## config.mk

```make
export PLATFORM = sky130hd
export DESIGN_NAME = cga_ports_flat
export DESIGN_NICKNAME = d
export VERILOG_FILES = /design/src/rtl/cga_pkg.sv /design/src/rtl/cga_ports_if.sv /design/src/rtl/cga_dac_port.sv /design/src/rtl/cga_ports.sv /design/src/flat_wrapper.sv
export SDC_FILE = /design/constraint.sdc
export NUM_CORES = 1
export LEC_CHECK = 0
export ABC_AREA = 1
export BUFFER_PORTS_ARGS = -buffer_cell sky130_fd_sc_hd__buf_2
export CORE_MARGIN = 5
export CORE_UTILIZATION = 56
export CTS_CLUSTER_DIAMETER = 40
export DETAILED_ROUTE_END_ITERATION = 8
export GPL_ROUTABILITY_DRIVEN = 0
export PLACE_DENSITY_LB_ADDON = 0.1
export SLEW_MARGIN = 5
export SYNTH_ARGS = -nofsm -noshare
export SYNTH_HDL_FRONTEND = slang
export SYNTH_SLANG_ARGS = --single-unit
```

## constraint.sdc

```tcl
create_clock -name clock_25 -period 8.3 [get_ports clock_25]
set_input_delay 1.66 -clock clock_25 [delete_from_list [all_inputs] [get_ports clock_25]]
set_output_delay 1.66 -clock clock_25 [all_outputs]
set_load 0.005 [all_outputs]
```

## src/rtl/cga_pkg.sv

```systemverilog
// Shared constants, phase enum and helpers for the CGA/VGA I/O register block.
package cga_pkg;

    localparam int unsigned ADDR_W      = 16;
    localparam int unsigned DATA_W      = 8;
    localparam int unsigned CURSOR_W    = 11;
    localparam int unsigned SHAPE_LO_W  = 6;
    localparam int unsigned SHAPE_HI_W  = 5;
    localparam int unsigned MODE_W      = 2;
    localparam int unsigned CRTC_IDX_W  = 5;
    localparam int unsigned DAC_IDX_W   = 8;
    localparam int unsigned DAC_DATA_W  = 32;
    localparam int unsigned COMP_W      = 6;

    localparam logic [ADDR_W-1:0] PORT_CRTC_INDEX = 16'h03D4;
    localparam logic [ADDR_W-1:0] PORT_CRTC_DATA  = 16'h03D5;
    localparam logic [ADDR_W-1:0] PORT_MODE       = 16'h03D8;
    localparam logic [ADDR_W-1:0] PORT_STATUS     = 16'h03DA;
    localparam logic [ADDR_W-1:0] PORT_DAC_RINDEX = 16'h03C7;
    localparam logic [ADDR_W-1:0] PORT_DAC_WINDEX = 16'h03C8;
    localparam logic [ADDR_W-1:0] PORT_DAC_DATA   = 16'h03C9;

    localparam logic [CRTC_IDX_W-1:0] CRTC_CURSOR_START = 5'h0A;
    localparam logic [CRTC_IDX_W-1:0] CRTC_CURSOR_END   = 5'h0B;
    localparam logic [CRTC_IDX_W-1:0] CRTC_CURSOR_HI    = 5'h0E;
    localparam logic [CRTC_IDX_W-1:0] CRTC_CURSOR_LO    = 5'h0F;

    localparam logic [SHAPE_LO_W-1:0] CURSOR_SHAPE_LO_RST = 6'd14;
    localparam logic [SHAPE_HI_W-1:0] CURSOR_SHAPE_HI_RST = 5'd15;
    localparam logic [MODE_W-1:0]     VIDEOMODE_RST       = 2'd0;

    typedef enum logic [1:0] {
        PH_R = 2'd0,
        PH_G = 2'd1,
        PH_B = 2'd2
    } phase_e;

    // Expand a 6-bit DAC component to 8 bits by replicating its top bits.
    function automatic logic [7:0] expand6(input logic [COMP_W-1:0] c);
        return {c, c[5:4]};
    endfunction

endpackage

```

## src/rtl/cga_ports_if.sv

```systemverilog
// CPU I/O bus: address/strobes/write data towards the block, read data and hit back.
interface cga_ports_if;
    import cga_pkg::*;

    logic [ADDR_W-1:0] port_addr;
    logic              port_wr;
    logic              port_rd;
    logic [DATA_W-1:0] port_in;
    logic [DATA_W-1:0] port_out;
    logic              port_hit;

    modport master (
        output port_addr, port_wr, port_rd, port_in,
        input  port_out, port_hit
    );

    modport slave (
        input  port_addr, port_wr, port_rd, port_in,
        output port_out, port_hit
    );
endinterface

```

## src/rtl/cga_dac_port.sv

```systemverilog
// DAC palette ports: write/read triplet sequencing, index registers, write pulse.
module cga_dac_port
    import cga_pkg::*;
(
    input  logic                  clock_25,
    input  logic                  reset,
    input  logic                  widx_wr,
    input  logic                  ridx_wr,
    input  logic                  data_wr,
    input  logic                  data_rd,
    input  logic [DATA_W-1:0]     wr_byte,
    output logic [DAC_IDX_W-1:0]  windex,
    output logic [DATA_W-1:0]     rd_byte_c,
    output logic                  dac_we,
    output logic [DAC_IDX_W-1:0]  dac_waddr,
    output logic [DAC_DATA_W-1:0] dac_wdata,
    output logic [DAC_IDX_W-1:0]  dac_raddr,
    input  logic [DAC_DATA_W-1:0] dac_rdata
);

    phase_e                wphase_q, wphase_d;
    phase_e                rphase_q, rphase_d;
    logic [DAC_IDX_W-1:0]  windex_q, windex_d;
    logic [DAC_IDX_W-1:0]  rindex_q, rindex_d;
    logic [COMP_W-1:0]     red_q, red_d;
    logic [COMP_W-1:0]     green_q, green_d;
    logic                  dac_we_q, dac_we_d;
    logic [DAC_IDX_W-1:0]  dac_waddr_q, dac_waddr_d;
    logic [DAC_DATA_W-1:0] dac_wdata_q, dac_wdata_d;

    // Only the top six bits of each component are returned to the CPU.
    logic dac_rdata_unused;
    assign dac_rdata_unused = ^{dac_rdata[31:24], dac_rdata[17:16],
                                dac_rdata[9:8], dac_rdata[1:0]};

    // State registers.
    always_ff @(posedge clock_25 or posedge reset) begin
        if (reset) begin
            wphase_q    <= PH_R;
            rphase_q    <= PH_R;
            windex_q    <= '0;
            rindex_q    <= '0;
            red_q       <= '0;
            green_q     <= '0;
            dac_we_q    <= 1'b0;
            dac_waddr_q <= '0;
            dac_wdata_q <= '0;
        end else begin
            wphase_q    <= wphase_d;
            rphase_q    <= rphase_d;
            windex_q    <= windex_d;
            rindex_q    <= rindex_d;
            red_q       <= red_d;
            green_q     <= green_d;
            dac_we_q    <= dac_we_d;
            dac_waddr_q <= dac_waddr_d;
            dac_wdata_q <= dac_wdata_d;
        end
    end

    // Write triplet: latch R and G, emit the palette entry on B.
    always_comb begin
        wphase_d    = wphase_q;
        windex_d    = windex_q;
        red_d       = red_q;
        green_d     = green_q;
        dac_we_d    = 1'b0;
        dac_waddr_d = dac_waddr_q;
        dac_wdata_d = dac_wdata_q;
        if (widx_wr) begin
            windex_d = wr_byte;
            wphase_d = PH_R;
        end else if (data_wr) begin
            case (wphase_q)
                PH_R: begin
                    red_d    = wr_byte[COMP_W-1:0];
                    wphase_d = PH_G;
                end
                PH_G: begin
                    green_d  = wr_byte[COMP_W-1:0];
                    wphase_d = PH_B;
                end
                default: begin
                    dac_we_d    = 1'b1;
                    dac_waddr_d = windex_q;
                    dac_wdata_d = {8'h00, expand6(red_q), expand6(green_q),
                                   expand6(wr_byte[COMP_W-1:0])};
                    windex_d    = windex_q + DAC_IDX_W'(1);
                    wphase_d    = PH_R;
                end
            endcase
        end
    end

    // Read triplet: step R -> G -> B, bumping the read index after B.
    always_comb begin
        rphase_d = rphase_q;
        rindex_d = rindex_q;
        if (ridx_wr) begin
            rindex_d = wr_byte;
            rphase_d = PH_R;
        end else if (data_rd) begin
            case (rphase_q)
                PH_R:    rphase_d = PH_G;
                PH_G:    rphase_d = PH_B;
                default: begin
                    rphase_d = PH_R;
                    rindex_d = rindex_q + DAC_IDX_W'(1);
                end
            endcase
        end
    end

    // Component currently selected by the read phase, scaled back to 6 bits.
    always_comb begin
        rd_byte_c = '0;
        case (rphase_q)
            PH_R:    rd_byte_c = {2'b00, dac_rdata[23:18]};
            PH_G:    rd_byte_c = {2'b00, dac_rdata[15:10]};
            default: rd_byte_c = {2'b00, dac_rdata[7:2]};
        endcase
    end

    assign windex    = windex_q;
    assign dac_we    = dac_we_q;
    assign dac_waddr = dac_waddr_q;
    assign dac_wdata = dac_wdata_q;
    assign dac_raddr = rindex_q;

endmodule

```

## src/rtl/cga_ports.sv

```systemverilog
// CPU-facing I/O decode for CRTC cursor/shape, mode, status and VGA DAC ports.
module cga_ports
    import cga_pkg::*;
(
    input  logic                  clock_25,
    input  logic                  reset,
    cga_ports_if.slave            bus,
    input  logic                  vretrace,
    output logic [CURSOR_W-1:0]   cursor,
    output logic [SHAPE_LO_W-1:0] cursor_shape_lo,
    output logic [SHAPE_HI_W-1:0] cursor_shape_hi,
    output logic [MODE_W-1:0]     videomode,
    output logic                  dac_we,
    output logic [DAC_IDX_W-1:0]  dac_waddr,
    output logic [DAC_DATA_W-1:0] dac_wdata,
    output logic [DAC_IDX_W-1:0]  dac_raddr,
    input  logic [DAC_DATA_W-1:0] dac_rdata
);

    logic [CRTC_IDX_W-1:0] crtc_index_q, crtc_index_d;
    logic [CURSOR_W-1:0]   cursor_q, cursor_d;
    logic [SHAPE_LO_W-1:0] shape_lo_q, shape_lo_d;
    logic [SHAPE_HI_W-1:0] shape_hi_q, shape_hi_d;
    logic [MODE_W-1:0]     videomode_q, videomode_d;
    logic [DATA_W-1:0]     port_out_q, port_out_d;
    logic                  port_hit_q, port_hit_d;

    logic                  wr_c, rd_c;
    logic [DATA_W-1:0]     crtc_rd_c;
    logic [DATA_W-1:0]     dac_rd_byte_c;
    logic [DAC_IDX_W-1:0]  windex;

    // A simultaneous write wins; the read is dropped.
    assign wr_c = bus.port_wr;
    assign rd_c = bus.port_rd & ~bus.port_wr;

    cga_dac_port u_dac (
        .clock_25  (clock_25),
        .reset     (reset),
        .widx_wr   (wr_c && (bus.port_addr == PORT_DAC_WINDEX)),
        .ridx_wr   (wr_c && (bus.port_addr == PORT_DAC_RINDEX)),
        .data_wr   (wr_c && (bus.port_addr == PORT_DAC_DATA)),
        .data_rd   (rd_c && (bus.port_addr == PORT_DAC_DATA)),
        .wr_byte   (bus.port_in),
        .windex    (windex),
        .rd_byte_c (dac_rd_byte_c),
        .dac_we    (dac_we),
        .dac_waddr (dac_waddr),
        .dac_wdata (dac_wdata),
        .dac_raddr (dac_raddr),
        .dac_rdata (dac_rdata)
    );

    // Register file and read/hit outputs.
    always_ff @(posedge clock_25 or posedge reset) begin
        if (reset) begin
            crtc_index_q <= '0;
            cursor_q     <= '0;
            shape_lo_q   <= CURSOR_SHAPE_LO_RST;
            shape_hi_q   <= CURSOR_SHAPE_HI_RST;
            videomode_q  <= VIDEOMODE_RST;
            port_out_q   <= '0;
            port_hit_q   <= 1'b0;
        end else begin
            crtc_index_q <= crtc_index_d;
            cursor_q     <= cursor_d;
            shape_lo_q   <= shape_lo_d;
            shape_hi_q   <= shape_hi_d;
            videomode_q  <= videomode_d;
            port_out_q   <= port_out_d;
            port_hit_q   <= port_hit_d;
        end
    end

    // CRTC data readback selected by the current index.
    always_comb begin
        crtc_rd_c = '0;
        case (crtc_index_q)
            CRTC_CURSOR_START: crtc_rd_c = DATA_W'(shape_lo_q);
            CRTC_CURSOR_END:   crtc_rd_c = DATA_W'(shape_hi_q);
            CRTC_CURSOR_HI:    crtc_rd_c = DATA_W'(cursor_q[10:8]);
            CRTC_CURSOR_LO:    crtc_rd_c = cursor_q[7:0];
            default:           crtc_rd_c = '0;
        endcase
    end

    // Port decode: register writes and the read data mux.
    always_comb begin
        crtc_index_d = crtc_index_q;
        cursor_d     = cursor_q;
        shape_lo_d   = shape_lo_q;
        shape_hi_d   = shape_hi_q;
        videomode_d  = videomode_q;
        port_out_d   = port_out_q;
        port_hit_d   = 1'b0;
        if (wr_c) begin
            case (bus.port_addr)
                PORT_CRTC_INDEX: begin
                    crtc_index_d = bus.port_in[CRTC_IDX_W-1:0];
                    port_hit_d   = 1'b1;
                end
                PORT_CRTC_DATA: begin
                    port_hit_d = 1'b1;
                    case (crtc_index_q)
                        CRTC_CURSOR_START: shape_lo_d = bus.port_in[SHAPE_LO_W-1:0];
                        CRTC_CURSOR_END:   shape_hi_d = bus.port_in[SHAPE_HI_W-1:0];
                        CRTC_CURSOR_HI:    cursor_d[10:8] = bus.port_in[2:0];
                        CRTC_CURSOR_LO:    cursor_d[7:0]  = bus.port_in;
                        default: ;
                    endcase
                end
                PORT_MODE: begin
                    videomode_d = bus.port_in[MODE_W-1:0];
                    port_hit_d  = 1'b1;
                end
                PORT_STATUS, PORT_DAC_RINDEX, PORT_DAC_WINDEX, PORT_DAC_DATA:
                    port_hit_d = 1'b1;
                default: ;
            endcase
        end else if (rd_c) begin
            port_hit_d = 1'b1;
            case (bus.port_addr)
                PORT_CRTC_INDEX: port_out_d = DATA_W'(crtc_index_q);
                PORT_CRTC_DATA:  port_out_d = crtc_rd_c;
                PORT_MODE:       port_out_d = DATA_W'(videomode_q);
                PORT_STATUS:     port_out_d = {4'b0000, vretrace, 2'b00, vretrace};
                PORT_DAC_RINDEX: port_out_d = '0;
                PORT_DAC_WINDEX: port_out_d = windex;
                PORT_DAC_DATA:   port_out_d = dac_rd_byte_c;
                default:         port_hit_d = 1'b0;
            endcase
        end
    end

    assign bus.port_out    = port_out_q;
    assign bus.port_hit    = port_hit_q;
    assign cursor          = cursor_q;
    assign cursor_shape_lo = shape_lo_q;
    assign cursor_shape_hi = shape_hi_q;
    assign videomode       = videomode_q;

endmodule

```

## src/flat_wrapper.sv

```systemverilog
// flat-port wrapper written by rule: the top's interface ports become plain ports
module cga_ports_flat import cga_pkg::*;
  (clock_25, reset, vretrace, cursor, cursor_shape_lo, cursor_shape_hi, videomode, dac_we, dac_waddr, dac_wdata, dac_raddr, dac_rdata, bus_port_addr, bus_port_wr, bus_port_rd, bus_port_in, bus_port_out, bus_port_hit);
  cga_ports_if bus_i ();
  input  logic clock_25;
  input  logic reset;
  input  logic vretrace;
  output logic [CURSOR_W-1:0] cursor;
  output logic [SHAPE_LO_W-1:0] cursor_shape_lo;
  output logic [SHAPE_HI_W-1:0] cursor_shape_hi;
  output logic [MODE_W-1:0] videomode;
  output logic dac_we;
  output logic [DAC_IDX_W-1:0] dac_waddr;
  output logic [DAC_DATA_W-1:0] dac_wdata;
  output logic [DAC_IDX_W-1:0] dac_raddr;
  input  logic [DAC_DATA_W-1:0] dac_rdata;
  input wire logic [$bits(bus_i.port_addr)-1:0] bus_port_addr;
  input wire logic [$bits(bus_i.port_wr)-1:0] bus_port_wr;
  input wire logic [$bits(bus_i.port_rd)-1:0] bus_port_rd;
  input wire logic [$bits(bus_i.port_in)-1:0] bus_port_in;
  output wire logic [$bits(bus_i.port_out)-1:0] bus_port_out;
  output wire logic [$bits(bus_i.port_hit)-1:0] bus_port_hit;
  assign bus_i.port_addr = bus_port_addr;
  assign bus_i.port_wr = bus_port_wr;
  assign bus_i.port_rd = bus_port_rd;
  assign bus_i.port_in = bus_port_in;
  assign bus_port_out = bus_i.port_out;
  assign bus_port_hit = bus_i.port_hit;
  cga_ports u_core (.clock_25(clock_25), .reset(reset), .bus(bus_i), .vretrace(vretrace), .cursor(cursor), .cursor_shape_lo(cursor_shape_lo), .cursor_shape_hi(cursor_shape_hi), .videomode(videomode), .dac_we(dac_we), .dac_waddr(dac_waddr), .dac_wdata(dac_wdata), .dac_raddr(dac_raddr), .dac_rdata(dac_rdata));
endmodule
```

==> qor.yml <==
setup_path:
  startpoint_type: "input pin"
  crit_path_end_kind: "flop"
  critPathArrivalTime_ns: 3.26
  r2r_slack_ns: 6.50
  cp.required_ns: 8.54
  worstPathMaxFanout: 17
  crit_type: "input pin to flop"
timing:
  finalCritPeriodShare_pct: 36.4
  slew_violations: 0
  final.setup_skew_ns: 0.0139
  fin_hold_ws_ns: 0.484
  fmax_ghz: 0.331
  setup_viol: 0
  tns_ns: 0
  worst_pin_slew_ns: 0.731
  finalCriticalPeriod_ns: 3.03
  hold_violations: 0
  slew_headroom_pct: 51.2
  rsz0062_at_grt: "no"
  fin_ws_ns: 5.27
global_routing:
  grt_max_degree: 55
  grt_pass1_vias: 4030
  grt_usage_pct: 23.4
  grt_overflow: 0
  grt_pass1_wl_um: 19200
  grt_antenna_before_repair: 0
power:
  vdd_drop_max_v: 0.0000880
  seqPwrFrac_pct: 55.6
  switching_share_pct: 22.9
  total_power_mw: 0.850
  p_int_mw: 0.655
  pwr-share-comb_pct: 4.5
  p_leak_nw: 3.08
  clockPowerShare_pct: 39.9
  power.switching_mw: 0.195
  powerDensity_mw_per_mm2: 150
synthesis:
  yosys_most_used_dff: "dfrtp_1"
  synth_cells: 597
  synthArstFlopShare_pct: 100
  synthTopCellsByArea: "dfrtp_1 46%, nand2_1 14%, inv_1 4.3%, nand3_1 4.2%, o21ai_0 3.8%"
  syn_area_sq_mm: 0.00484
  ys_types: 38
  yosysWarnings: 0
  yosysTopAreaCellShare_pct: 46.5
  yosysTopAreaCell: "dfrtp_1"
  synth_edf_count: 0
  synth_seq_area_share_pct: 50.3
  avgSynthCellArea_sq_um: 8.11
  ys_ff_latch: 97
detailed_routing:
  vias: 4283
  post_drt_wl_per_cell_um: 14.6
  vias_per_cell: 5.19
  ant_nets: 0
  drt-initial-drc-count: 251
  firstDrtPassIters: 5
  wl_um: 12000
  drcViolationCount: 0
run:
  maxCapViolations: 0
floorplan:
  core_sq_mm: 0.00859
  start_util_pct: 56.4
  die-width_um: 103
  die-area_sq_mm: 0.0106
  dieHeight_um: 103
  row_count: 34
  ios: 143
cells_and_area:
  final_common_cell: "nand2_1"
  synthToLayoutAreaGrowth_pct: 17.0
  final_cell_area_sq_mm: 0.00567
  layout.nets: 775
  drive_gt1_share_pct: 25.0
  antenna_cells: 0
  final_cell_mix: "183 x nand2_1, 120 x buf_2, 90 x dfrtp_1"
cts:
  cts-root-buf: "clkbuf_8"
  clock_path_buffers: 2
  cts_resized: 0
  clk_pin_slew_ns: 0.10
  post_cts_buffers: 0
  numCtsBuffers: 9
  cts_tree: "done"
  clk_latency_ns: 0.36
  cts_max_level: 3
  cts_hold_buf: 0
  cts.sinks: 97
place:
  dp_hpwl_um: 9050
  postPlaceCellArea_sq_mm: 0.00545
  place_ws_ns: 4.92
  port_buffers: 120
outcome:
  status: "complete, no violations"
hold_path:
  hp-class: "flop to flop"
## power by group through the flow
stage	Combinational [mW]	Clock (mW)	Sequential, mW
finish	0.0382	0.339	0.473
CTS	0.0389	0.345	0.473
floorplan	0.0200	0	0.482
global placement	0.0379	0	0.482
detailed placement	0.0388	0	0.482
global route	0.0433	0.367	0.473
## state kept, by name, summed over array words and instances (netlist names), 6 cells and up
register and cells:
u_core.u_dac.dac_raddr 8, u_core.u_dac.windex 8, u_core.bus.port_out 8, u_core.u_dac.red_q 6
u_core.cursor 11, u_core.u_dac.dac_wdata 18, u_core.u_dac.green_q 6, u_core.u_dac.dac_waddr 8
u_core.cursor_shape_lo 6
## worst paths after layout
check / startpoint / to / depth (start not counted)
worst max-delay path: bus_port_addr[13] / u_core.u_dac.dac_raddr[0] / 11
worst min-delay path: u_core.bus.port_out[4] / u_core.bus.port_out[4] / 2
worst max register to register: u_core.crtc_index_q[4] / u_core.cursor[6] / 5
worst min register to register: u_core.bus.port_out[4] / u_core.bus.port_out[4] / 2
max in group asynchronous: reset / u_core.u_dac.windex[1] / 3
min in group asynchronous: reset / u_core.u_dac.dac_wdata[11] / 2
## worst max-delay path, cell delays in order
cell	delay (ns)
buf_2	0.10
nor2_1	0.10
nand2_1	0.09
nor2_4	0.36
nand2_1	0.16
nor2_1	0.30
inv_2	0.10
nand2_2	0.15
nand2_1	0.08
o21ai_1	0.08
o21ai_0	0.09
## cells by family (layout without fill, tap and decap cells)
family | after synthesis | in the layout | share of synthesized area [%]
buffers and inverters | 87 | 200 | 8.40
other | 1 | 8 | 0.0774
adder cells (fa/ha/maj) | 2 | 2 | 0.517
flip-flops | 97 | 97 | 50.3
AND/OR/NAND/NOR | 297 | 297 | 26.3
XOR/XNOR | 11 | 11 | 1.99
AO/OA/AOI/OAI | 100 | 100 | 12.0
multiplexers | 2 | 2 | 0.465
## layer usage
metal,vias up,share of wire (%),track usage (%)
met1,2014,43,31.1
met5,-,0,0
met3,24,6.2,4.47
met4,0,2.6,9.46
met2,132,48,37.8
li1,2113,-,-
## metrics by stage
stage,util (%),cells
after floorplan,-,604
after global placement,63.4,809
after detailed placement,63.4,809
after CTS,65.9,825
after global routing,65.9,825
final,65.9,825
## cell usage after synthesis (2+ instances only)
| master | count |
|---|---|
| nand2_1 | 183 |
| dfrtp_1 | 90 |
| inv_1 | 56 |
| nor2_1 | 47 |
| nand3_1 | 41 |
| o21ai_0 | 37 |
| o21ai_1 | 22 |
| a21oi_1 | 18 |
| buf_4 | 15 |
| xor2_1 | 8 |
| dfstp_2 | 7 |
| nand2_2 | 7 |
| buf_2 | 6 |
| nor2_4 | 6 |
| o211ai_1 | 6 |
| inv_2 | 5 |
| o21ai_2 | 5 |
| nor2_2 | 4 |
| o221ai_1 | 4 |
| nor3_1 | 3 |
| o21a_1 | 3 |
| xnor2_1 | 3 |
| a22oi_1 | 2 |
| buf_6 | 2 |
| ha_1 | 2 |
| mux2_2 | 2 |
| nand3_2 | 2 |
## cell type report
class | count | area [sq um]
sequential | 97 | 2440
fill | 762 | 2930
timing repair buffer | 122 | 616
clock buffer | 10 | 128
clock inverter | 6 | 90.1
inverter | 62 | 234
multi-input combinational | 420 | 2030
tap | 108 | 135
Power figures use the tool's default switching activity.
